<file path="config.mk">
export PLATFORM = sky130hd
export DESIGN_NAME = alu_operand_stage
export DESIGN_NICKNAME = d
export VERILOG_FILES = /design/src/rtl/alu_operand_stage.sv
export SDC_FILE = /design/constraint.sdc
export NUM_CORES = 1
export LEC_CHECK = 0
export BUFFER_PORTS_ARGS = -buffer_cell sky130_fd_sc_hd__buf_2
export CORE_MARGIN = 2
export CORE_UTILIZATION = 64
export CTS_CLUSTER_SIZE = 20
export DETAILED_ROUTE_END_ITERATION = 12
export GPL_TIMING_DRIVEN = 0
export PLACE_DENSITY = 0.88
export SYNTH_ARGS = -nofsm -noshare
export SYNTH_HDL_FRONTEND = slang
export SYNTH_SLANG_ARGS = --single-unit
</file>
<file path="constraint.sdc">
create_clock -name clk -period 5.5 [get_ports clk]
set_input_delay 0.825 -clock clk [delete_from_list [all_inputs] [get_ports clk]]
set_output_delay 0.825 -clock clk [all_outputs]
set_load 0.02 [all_outputs]
</file>
<file path="src/rtl/alu_operand_stage.sv">
// Decode/operand-fetch stage feeding the 8-bit ALU: decodes 16-bit instructions,
// reads the register file with writeback bypass, and stalls on scoreboard hazards.
module alu_operand_stage #(
    parameter int DATA_W = 8,
    parameter bit SB_EN  = 1'b1
) (
    input  logic              clk,
    input  logic              rst_n,
    input  logic              in_valid,
    input  logic [15:0]       in_instr,
    output logic              in_ready,
    input  logic              wb_en,
    input  logic [2:0]        wb_addr,
    input  logic [DATA_W-1:0] wb_data,
    output logic              out_valid,
    input  logic              out_ready,
    output logic [DATA_W-1:0] out_a,
    output logic [DATA_W-1:0] out_b,
    output logic [2:0]        out_ctrl,
    output logic              out_flag,
    output logic [2:0]        out_rd,
    output logic              out_we,
    output logic              out_illegal
);

    typedef struct packed {
        logic [DATA_W-1:0] a;
        logic [DATA_W-1:0] b;
        logic [2:0]        ctrl;
        logic              flag;
        logic [2:0]        rd;
        logic              we;
        logic              illegal;
    } bundle_t;

    logic [3:0]        opcode;
    logic [2:0]        rd;
    logic [2:0]        rs1;
    logic [2:0]        rs2;
    logic [5:0]        imm6;
    logic              is_rtype;
    logic              is_illegal;

    logic [DATA_W-1:0] regs_q [8];
    logic [DATA_W-1:0] regs_d [8];
    logic [7:0]        pending_q;
    logic [7:0]        pending_d;
    logic [7:0]        wb_clr;
    logic [7:0]        pend_eff;
    logic              out_valid_q;
    logic              out_valid_d;
    bundle_t           bundle_q;
    bundle_t           bundle_d;

    logic [DATA_W-1:0] rs1_val;
    logic [DATA_W-1:0] rs2_val;
    logic [DATA_W-1:0] imm_ext;
    logic [2:0]        ctrl;
    logic              flag;
    logic              hazard;
    logic              accept;

    assign opcode     = in_instr[15:12];
    assign rd         = in_instr[11:9];
    assign rs1        = in_instr[8:6];
    assign rs2        = in_instr[5:3];
    assign imm6       = in_instr[5:0];
    assign is_rtype   = ~opcode[3];
    assign is_illegal = &opcode[3:2];
    assign imm_ext    = {{(DATA_W-6){imm6[5]}}, imm6};

    // A pending bit being retired by writeback this cycle no longer blocks issue.
    assign wb_clr   = wb_en ? (8'd1 << wb_addr) : 8'd0;
    assign pend_eff = pending_q & ~wb_clr;
    assign hazard   = SB_EN && (pend_eff[rs1] || (is_rtype && pend_eff[rs2]) || pend_eff[rd]);
    assign in_ready = (!out_valid_q || out_ready) && !hazard;
    assign accept   = in_valid && in_ready;

    always_comb begin
        rs1_val = regs_q[rs1];
        if (wb_en && wb_addr == rs1) rs1_val = wb_data;
        if (rs1 == 3'd0) rs1_val = '0;
        rs2_val = regs_q[rs2];
        if (wb_en && wb_addr == rs2) rs2_val = wb_data;
        if (rs2 == 3'd0) rs2_val = '0;
    end

    always_comb begin
        // NOTE: every comb output gets a default first so no path leaves it unassigned (no latch).
        {ctrl, flag} = 4'b0000;
        case (opcode)
            4'h1:       {ctrl, flag} = 4'b0001;
            4'h2:       {ctrl, flag} = 4'b0010;
            4'h3:       {ctrl, flag} = 4'b0011;
            4'h4:       {ctrl, flag} = 4'b0100;
            4'h5, 4'h9: {ctrl, flag} = 4'b0110;
            4'h6, 4'hA: {ctrl, flag} = 4'b0111;
            4'h7, 4'hB: {ctrl, flag} = 4'b1000;
            default:    {ctrl, flag} = 4'b0000;
        endcase
    end

    always_comb begin
        regs_d = regs_q;
        if (wb_en && wb_addr != 3'd0) regs_d[wb_addr] = wb_data;
    end

    always_comb begin
        pending_d = pending_q & ~wb_clr;
        if (accept && !is_illegal && rd != 3'd0) pending_d[rd] = 1'b1;
        pending_d[0] = 1'b0;
    end

    always_comb begin
        bundle_d    = bundle_q;
        out_valid_d = out_valid_q;
        if (accept) begin
            out_valid_d = 1'b1;
            bundle_d.rd = rd;
            if (is_illegal) begin
                bundle_d.a       = '0;
                bundle_d.b       = '0;
                bundle_d.ctrl    = 3'd0;
                bundle_d.flag    = 1'b0;
                bundle_d.we      = 1'b0;
                bundle_d.illegal = 1'b1;
            end else begin
                bundle_d.a       = rs1_val;
                bundle_d.b       = is_rtype ? rs2_val : imm_ext;
                bundle_d.ctrl    = ctrl;
                bundle_d.flag    = flag;
                bundle_d.we      = (rd != 3'd0);
                bundle_d.illegal = 1'b0;
            end
        end else if (out_ready) begin
            out_valid_d = 1'b0;
        end
    end

    // NOTE: the register file is reset too, since architectural registers must read 0 after reset.
    always_ff @(posedge clk or negedge rst_n) begin
        if (!rst_n) begin
            for (int i = 0; i < 8; i++) regs_q[i] <= '0;
        end else begin
            // NOTE: sequential state uses non-blocking assignments so all flops update together.
            regs_q <= regs_d;
        end
    end

    always_ff @(posedge clk or negedge rst_n) begin
        if (!rst_n) begin
            pending_q   <= '0;
            out_valid_q <= 1'b0;
            bundle_q    <= '0;
        end else begin
            pending_q   <= pending_d;
            out_valid_q <= out_valid_d;
            bundle_q    <= bundle_d;
        end
    end

    assign out_valid   = out_valid_q;
    assign out_a       = bundle_q.a;
    assign out_b       = bundle_q.b;
    assign out_ctrl    = bundle_q.ctrl;
    assign out_flag    = bundle_q.flag;
    assign out_rd      = bundle_q.rd;
    assign out_we      = bundle_q.we;
    assign out_illegal = bundle_q.illegal;

endmodule
</file>
# [Yosys cells after proc, flatten, opt, wreduce, memory -nomap -nowiden]
# Memories as Yosys holds them, arrays and structs flattened.
# Cells that the tools add are included.
[word_totals] register_bits=97 mem_bits_ro=64 out_inout_bits=27 mem_count=1
[memory_table] name="(no name shown)" depth=16 width=4 read_ports=1 rd_clocked_by_memory_dff=0 write_ports=0 line_no="91" text="case (opcode)"
[classes] order_cmp=8 n_eq_ne=2 shift=1 muxes=28 bitwise_logic=7 n_reduce_logical=22
[ops] op="$mux W8" count=12
[ops] op="$bwmux W64" count=1
[ops] op="$bmux W8 S3" count=2
[ops] op="$demux W8 S3" count=1
[ops] op="$mux W20" count=1
[ops] op="$ge A4 B4 Y1 const B" count=3
[ops] op="$lt A3 B4 Y1 const B" count=3
[ops] op="$not A3 Y4" count=3
[ops] op="$logic_and A1 B1 Y1" count=10
[ops] op="$bmux W1 S3" count=3
[ops] op="$and A8 B8 Y8" count=1
[ops] op="$not A8 Y8" count=1
[ops] op="$or A8 B8 Y8" count=1
[ops] op="$shl A1 B3 Y8 const A" count=1
[ops] op="$eq A3 B3 Y1" count=2
[ops] op="$logic_not A3 Y1" count=2
[ops] op="$mux W1" count=6
[ops] op="$reduce_bool A3 Y1" count=2
[ops] op="$lt A4 B1 Y1 const B" count=1
[ops] op="$demux W1 S3" count=1
[ops] op="$ge A3 B1 Y1 const B" count=1
[ops] op="$logic_not A1 Y1" count=3
[ops] op="$logic_or A1 B1 Y1" count=3
[ops] op="$mux W2" count=1
[ops] op="3 further kinds" count=3

# [Depth between registers and ports, before layout]
# Gate-level depths: netlist of run 1.
[depth] depth_word=15 depth_mapped=9

# [Least setup slack after synthesis of run 1]
# No wires, ideal clock.
[synth_timing] kind="input to output" startpoint="input port wb_addr[1]" endpoint="output port in_ready" arrival_time_ps=2503 t_required_ps=4675 slack_ps=2172 stages=6 cell_sequence="buf_2 > nand4bb_1 > a32o_1 > a221oi_2 > nor2_1 > nor4_1"
[synth_via] elab_chain_cells=11 word_cells_on_any_way=15 classes_between="shift (1); mux (7); bitwise (2); reduce/logical (5)"
[synth_lines] element="from (decl)" line_no="13" text="input logic [2:0] wb_addr,"
[synth_lines] element="$shl A1 B3 Y8 *" line_no="73" text="assign wb_clr = wb_en ? (8'd1 << wb_addr) : 8'd0;"
[synth_lines] element="$mux W8 *" line_no="73"
[synth_lines] element="$not A8 Y8 *" line_no="74" text="assign pend_eff = pending_q & ~wb_clr;"
[synth_lines] element="$and A8 B8 Y8 *" line_no="74"
[synth_lines] element="$bmux W1 S3" line_no="75" text="assign hazard = SB_EN && (pend_eff[rs1] || (is_rtype && pend_eff[rs2]) || pend_eff[rd]);"
[synth_lines] element="$mux W1 (not written as such)" line_no="75"
[synth_lines] element="$logic_and A1 B1 Y1" line_no="75"
[synth_lines] element="$logic_or A1 B1 Y1" line_no="75"
[synth_lines] element="$logic_or A1 B1 Y1 *" line_no="75"
[synth_lines] element="$logic_not A1 Y1 *" line_no="76" text="assign in_ready = (!out_valid_q || out_ready) && !hazard;"
[synth_lines] element="$logic_and A1 B1 Y1 *" line_no="76"
[synth_lines] element="to (decl)" line_no="11" text="output logic in_ready,"
# Every way passes the cells marked *; elsewhere a longest branch is shown, timed or not. The select of a mux whose other input is x is not followed.

# [Final worst setup path of run 1]
[layout_timing] startpoint="input port wb_addr[0]" endpoint="output port in_ready"
# The elaborated chain is that of the path after synthesis.

==> results of run 1 <==
==> state kept, by name, summed over array words and instances, names as in the netlist <==
| signal | cells |
|---|---|
| out_illegal | 1 |
| out_b | 8 |
| out_rd | 3 |
| out_flag | 1 |
| out_we | 1 |
| out_valid | 1 |
| pending_q | 7 |
| out_a | 8 |
| regs_q | 64 |
| out_ctrl | 3 |
==> power breakdown <==
part	total (mW)	internal [mW]	switching (mW)
combinational	0.652	0.314	0.338
sequential	1.00	0.888	0.117
clock	0.486	0.235	0.251
total	2.14	1.44	0.705
==> kinds of logic (layout without fill, tap and decap cells) <==
family	after synthesis	after routing	share of synthesized area (%)
flip-flops	97	97	45.0
XOR/XNOR	6	6	0.974
buffers and inverters	55	119	4.66
multiplexers	114	114	30.1
AO/OA/AOI/OAI	52	52	7.26
adder cells (fa/ha/maj)	3	3	0.696
AND/OR/NAND/NOR	120	120	11.3
==> synth_stat cells, types with 3 or more instances <==
cell type,count
dfrtp_1,97
nand2_1,59
mux2_2,46
mux4_2,32
clkbuf_1,22
mux2_1,21
nor2_1,16
buf_2,15
mux2i_1,15
nor2b_1,10
a211oi_1,9
o21ai_0,8
nor3_1,7
inv_1,6
nand4_1,6
xnor2_1,6
buf_1,5
nand3_1,5
a21oi_1,4
a22o_1,4
a31oi_1,4
a21o_1,3
a222oi_1,3
a32o_1,3
and2_1,3
clkbuf_2,3
ha_1,3
==> cell type report <==
| cell class | instances | share of cell area, % |
|---|---|---|
| Multi-Input combinational cell | 295 | 45.3 |
| Sequential cell | 97 | 40.5 |
| Timing Repair Buffer | 48 | 4.42 |
| Buffer | 49 | 3.82 |
| Clock buffer | 12 | 2.59 |
| Tap cell | 105 | 2.19 |
| Clock inverter | 4 | 0.856 |
| Inverter | 6 | 0.376 |
==> worst paths after layout <==
| kind | start | endpoint | slack [ps] | cells after the start |
|---|---|---|---|---|
| setup / recovery | wb_addr[0] | in_ready | 2050 | 8 |
| hold / removal | rst_n | regs_q[63] | 450 | 1 |
| hold reg to reg | out_a[3] | out_a[3] | 490 | 1 |
| min in group clk | out_a[3] | out_a[3] | 490 | 1 |
| max in group asynchronous | rst_n | regs_q[58] | 4380 | 2 |
| setup reg to reg | pending_q[1] | out_a[1] | 3070 | 7 |
==> through the flow <==
stage	cells	worst slack [ps]	hold WS [ps]	power [mW]
2_1_floorplan	447	2170	441	1.44
3_3_place_gp	599	2130	453	1.61
3_5_place_dp	600	2110	467	1.66
4_1_cts	616	2100	479	2.14
5_1_grt	616	1920	507	2.25
6_report	616	2050	454	2.14
==> cell usage in the layout (no fill, tap or decap), types with 3 or more instances in the layout <==
cell type  instances
a21o_1             3
dfrtp_1           97
buf_2             61
nand4_1            6
nor3_1             7
ha_1               3
clkbuf_1          23
xnor2_1            6
mux2_1            21
buf_1              5
nand3_1            5
mux2i_1           15
nand2_1           59
clkbuf_8          11
a22o_1             4
mux4_2            32
and2_1             3
inv_1              6
a222oi_1           3
mux2_2            46
nor2_1            16
nor2b_1           10
a32o_1             3
clkbuf_2           3
a31oi_1            4
buf_4              3
o21ai_0            8
a211oi_1           9
a21oi_1            4
==> per-layer routing <==
| metal | GRT usage, % | share of wire (%) | wire [microns] |
|---|---|---|---|
| met5 | 0 | 0 | 0 |
| met4 | 19.4 | 5.1 | 692 |
| met3 | 6.58 | 8.0 | 1100 |
| met2 | 49.2 | 47 | 6430 |
| met1 | 42.0 | 40 | 5440 |
==> worst max-delay path, stage by stage <==
cell	delay, ps
buf_2	80
buf_2	210
nand4b_1	200
buf_1	650
nand4_1	220
nand3_1	190
nor4_1	70
buf_2	170
==> reports/summary.txt, run 1 <==
outcome = finished with violations
failing checks = max-capacitance violations
Hold Path Class = input pin to async pin
largest net degree at the start of global routing = 53
Max-cap violations = 1
post-route cell area = 6000 sq um
DRC Markers = 0
post-CTS setup buffer count = 0
Mapped Cells = 447
antenna violations before repair = 0
FFs w/ async S/R, synth = 100%
relative slew slack = 1.27%
Num CTS Buffers = 9
RSZ-0062 raised after global routing = no
top post-synthesis cells by area = dfrtp_1 (45%), mux4_2 (13%), mux2_2 (9.6%)
clk sinks = 97
initial cell density of the core = 66.0%
Main synth FF type = dfrtp_1
IO Count = 59
multi-input logic area = 2710 sq um
Die Footprint = 9180 sq um
CTS root buffer = clkbuf_8
fin nets = 541
Sequential cell area = 2430 sq um
number of synthesized flops with an enable pin = 0
die width = 95.8 microns
top achievable clock speed = 0.290 GHz
final core utilization = 73.3%
CTS-repair resized insts = 0
Rows = 33
largest fanout on the critical path = 10
vias = 4167
placed instance area = 5790 sq um
H-tree depth = 3
clk_lat worst skew = 370 ps
DP Wirelength = 9300 microns
Seq/Total Area, Yosys = 45.0%
CTS Buffer Depth = 2
Post-CTS Hold Fix Bufs = 0
area share of the largest cell type after synthesis = 45.0%
CTS tree = built
fin. max-slew vios = 0
fillers = 558
distinct cell type count after synthesis = 50
Port Buffers = 47
CP Data Arrival Time = 2620 ps
Yosys reg bits = 97
antenna-violating nets left = 0
layout overhead on the synthesized area = 11.2%
Mapped Nets = 482
Pre-Repair DR Iteration Count = 5
Worst EP required = 4680 ps
critical path launch point type = input pin
clk slew on worst S/H paths = 100 ps
Peak VDD IR = 0.000221 V
layout cells sized above 1 = 33.3%
Vias/cell = 6.76
Final Hold Viols = 0
Setup TNS = 0 ps
total gr overflow = 0
Chip Height = 95.8 microns
clock skew = 10.4 ps
vias in the first global route = 4150
Final Setup Violations = 0
GP Congestion = 0.955
drt wl/cell = 22.2 microns
mapped cell area = 5390 sq um
pwr/cell area = 357 nW/um^2
worst-margin pin slew = 1470 ps
core area = 8180 sq um
first-pass GRT wire length = 21300 microns
P_leak = 2.73 nW
leading area contributor after synthesis = dfrtp_1
period utilisation layout = 62.7%
antenna cells = 0
yosys warns = 0
final WL = 13700 microns
Total GRT Usage = 31.9%
Mapped Avg Cell Area = 12.1 sq um
Tmin final = 3450 ps
Setup Crit Path Kind = input pin to primary output
First DRT Iteration DRCs = 436
Critical Path Sink Type = primary output
Power figures use the tool's default switching activity.
==> run 2: changes to the inputs <==
--- a/config.mk
+++ b/config.mk
@@ -7,11 +7,11 @@
 export LEC_CHECK = 0
 export BUFFER_PORTS_ARGS = -buffer_cell sky130_fd_sc_hd__buf_2
 export CORE_MARGIN = 2
-export CORE_UTILIZATION = 64
+export CORE_UTILIZATION = 59
 export CTS_CLUSTER_SIZE = 20
 export DETAILED_ROUTE_END_ITERATION = 12
 export GPL_TIMING_DRIVEN = 0
-export PLACE_DENSITY = 0.88
+export PLACE_DENSITY = 0.82
 export SYNTH_ARGS = -nofsm -noshare
 export SYNTH_HDL_FRONTEND = slang
 export SYNTH_SLANG_ARGS = --single-unit
==> constraint.sdc (replaced) <==
create_clock -name clk -period 3.5 [get_ports clk]
set_input_delay 0.525 -clock clk [delete_from_list [all_inputs] [get_ports clk]]
set_output_delay 0.525 -clock clk [all_outputs]
set_load 0.02 [all_outputs]
==> run 2 against run 1 <==
Against the previous run:
- the flow now finishes without violations
- clock-buffer cell count rose by 2
- sequential share of layout area about the same
- worst setup slack lost 1400 ps
- critical endpoint unchanged
- cell count is 0.32% higher
- design area is 0.10% lower
- die area increased by 8.1%
- flip-flop and latch count stayed put
- global-route usage is 3.0 points lower
- total power rose by 55%
- via count shrank 2.6%
- sequential power grew 57%
==> reports/summary.txt, run 2 (synthesized netlist as in run 1, its figures left out) <==
outcome = complete, no violations
CTS Buffer Depth = 2 (unchanged)
fillers = 664 (+19%)
DRC Markers = 0 (unchanged)
Final Hold Viols = 0 (unchanged)
CP Data Arrival Time = 2320 ps (-300 ps)
met2 GRT Util = 47.1% (-2.1 points)
Post-CTS Hold Fix Bufs = 0 (unchanged)
pwr/cell area = 553 nW/um^2 (+55%)
clock share of power = 21.7% (-1.0 points)
clk sinks = 97 (unchanged)
Cell Count, Final, Fillers Out = 618 (+0.32%)
largest fanout on the critical path = 10 (unchanged)
GR Util met3 = 4.01% (-2.6 points)
Pre-Repair DR Iteration Count = 5 (unchanged)
post-CTS setup buffer count = 0 (unchanged)
CTS tree = built
routing usage on met1 = 38.6% (-3.4 points)
Critical Path Sink Type = primary output
Hold Path Class = input pin to async pin
core area = 8810 sq um (+7.7%)
sequential share of power = 47.5% (+0.6 points)
Sequential cell area = 2430 sq um (unchanged)
fin nets = 541 (unchanged)
Tmin final = 2850 ps
Total GRT Usage = 28.9% (-3.0 points)
Max-cap violations = 0 (-1)
layout cells sized above 1 = 33.3% (+0.065 points)
Chip Height = 99.6 microns (+4.0%)
antenna cells = 0 (unchanged)
initial cell density of the core = 61.2% (-4.7 points)
H-tree depth = 3 (unchanged)
critical path's slowest cell = buf_1
worst-case reg-to-reg path depth = 7 (unchanged)
worst-margin pin slew = 901 ps (-569 ps)
Setup TNS = 0 ps (unchanged)
antenna violations before repair = 0 (unchanged)
relative slew slack = 39.6% (+38 points)
final WL = 13600 microns (-0.71%)
drt wl/cell = 21.9 microns (-1.0%)
vias = 4059 (-2.6%)
CTS-repair resized insts = 0 (unchanged)
RSZ-0062 raised after global routing = no
Setup Crit Path Kind = input pin to primary output
clk_lat worst skew = 360 ps (about the same)
Logic pwr share = 30.8% (+0.4 points)
top achievable clock speed = 0.351 GHz
Top reg by flops = regs_q
Peak VDD IR = 0.000270 V (+22%)
FF-to-FF End = out_b[0]
die width = 99.6 microns (+4.0%)
most used routing layer = met2
critical path launch point type = input pin
internal power = 2.22 mW (+55%)
largest net degree at the start of global routing = 67 (+26%)
Worst EP required = 2970 ps (-1710 ps)
total gr overflow = 0 (unchanged)
period utilisation layout = 81.3%
multi-input logic area = 2720 sq um (+0.18%)
CTS root buffer = clkbuf_8
clk slew on worst S/H paths = 90 ps (about the same)
Num CTS Buffers = 9 (unchanged)
fin. max-slew vios = 0 (unchanged)
Rows = 34 (+3.0%)
most frequent CP cell = buf_2
antenna-violating nets left = 0 (unchanged)
Vias/cell = 6.57 (-2.9%)
most frequent cells in the layout = dfrtp_1 (97), buf_2 (61), nand2_1 (59), mux2_2 (46), mux4_2 (32)
Die Footprint = 9920 sq um (+8.1%)
FF-to-FF Start = pending_q[1]
Placed Cells = 603 (+0.50%)
IO Count = 59 (unchanged)
Largest stage delay, worst path = 410 ps (-240 ps)
vias in the first global route = 4155 (+0.12%)
Port Buffers = 47 (unchanged)
Final Setup Violations = 0 (unchanged)
max FFs per register = 64 (unchanged)
P_leak = 2.73 nW (about the same)
GP Congestion = 0.921 (-3.6%)
crit-path cells = buf_2 -> buf_2 -> nand4b_1 -> buf_1 -> nand4_1 -> nand3_1 -> nor4_1 -> buf_2
layout overhead on the synthesized area = 11.1%
Psw = 1.09 mW (+54%)
first-pass GRT wire length = 21700 microns (+1.7%)
most common cell after layout, fill and taps aside = dfrtp_1
clock skew = 12.7 ps (+2.35 ps)
First DRT Iteration DRCs = 350 (-20%)
Switching Fraction = 32.9% (about the same)
r2r setup slk = 1120 ps (-1950 ps)
DP Wirelength = 9200 microns (-1.1%)
run 2: cell count changes in the layout (fill, tap and decap cells not counted):
cell,before,now
clkinvlp_4,1,0
clkbuf_8,11,13
clkinv_2,1,0
nor3_1,7,6
bufinv_16,1,0
nor3_2,0,1
run 2: power groups by stage:
stage	Clock [mW]	Sequential [mW]	Combinational, mW
final	0.718	1.57	1.02
after global routing	0.769	1.61	1.10
after CTS	0.721	1.57	1.02
after detailed placement	0	1.59	1.02
after global placement	0	1.56	0.980
after floorplan	0	1.70	0.570
run 2: layout make-up:
cell class / count / share of cell area, %
multi-input cells: 295 / 45.4
flip-flops and latches: 97 / 40.5
repair buffers: 48 / 4.43
plain buffers: 49 / 3.82
clock buffers: 14 / 3.05
well taps: 108 / 2.26
inverters: 6 / 0.376
clock inverters: 1 / 0.146
run 2: through the flow:
step	hold slack (ps)	worst slack, ps	util [%]	total power [mW]	cell area, sq um
after floorplan	229	772	-	2.27	5390
final	101	653	68.0	3.31	5990
after global routing	142	452	68.0	3.48	5990
after global placement	455	467	65.4	2.54	5760
after detailed placement	468	412	65.8	2.61	5790
after CTS	119	697	68.0	3.31	5980
run 2: worst max path at each step:
stage                           start       end  depth (start not counted)  slack [ps]
after global placement    in_instr[4]  out_b[0]                          8         470
after detailed placement   wb_addr[0]  out_b[0]                          9         410
after global routing       wb_addr[0]  in_ready                          8         450
after floorplan            wb_addr[1]  in_ready                          6         770
final                      wb_addr[0]  in_ready                          8         650
after CTS                  wb_addr[0]  in_ready                          8         700
run 2: worst max-delay path, delay by kind of cell:
family,cells,cell delay [ps]
and+or+nand+nor,4,880
buffers and inverters,4,910
run 2: per-layer routing:
layer	wire, microns	share of wire, %
met5	0	0
met4	489	3.6
met3	970	7.2
met2	6680	49
met1	5420	40
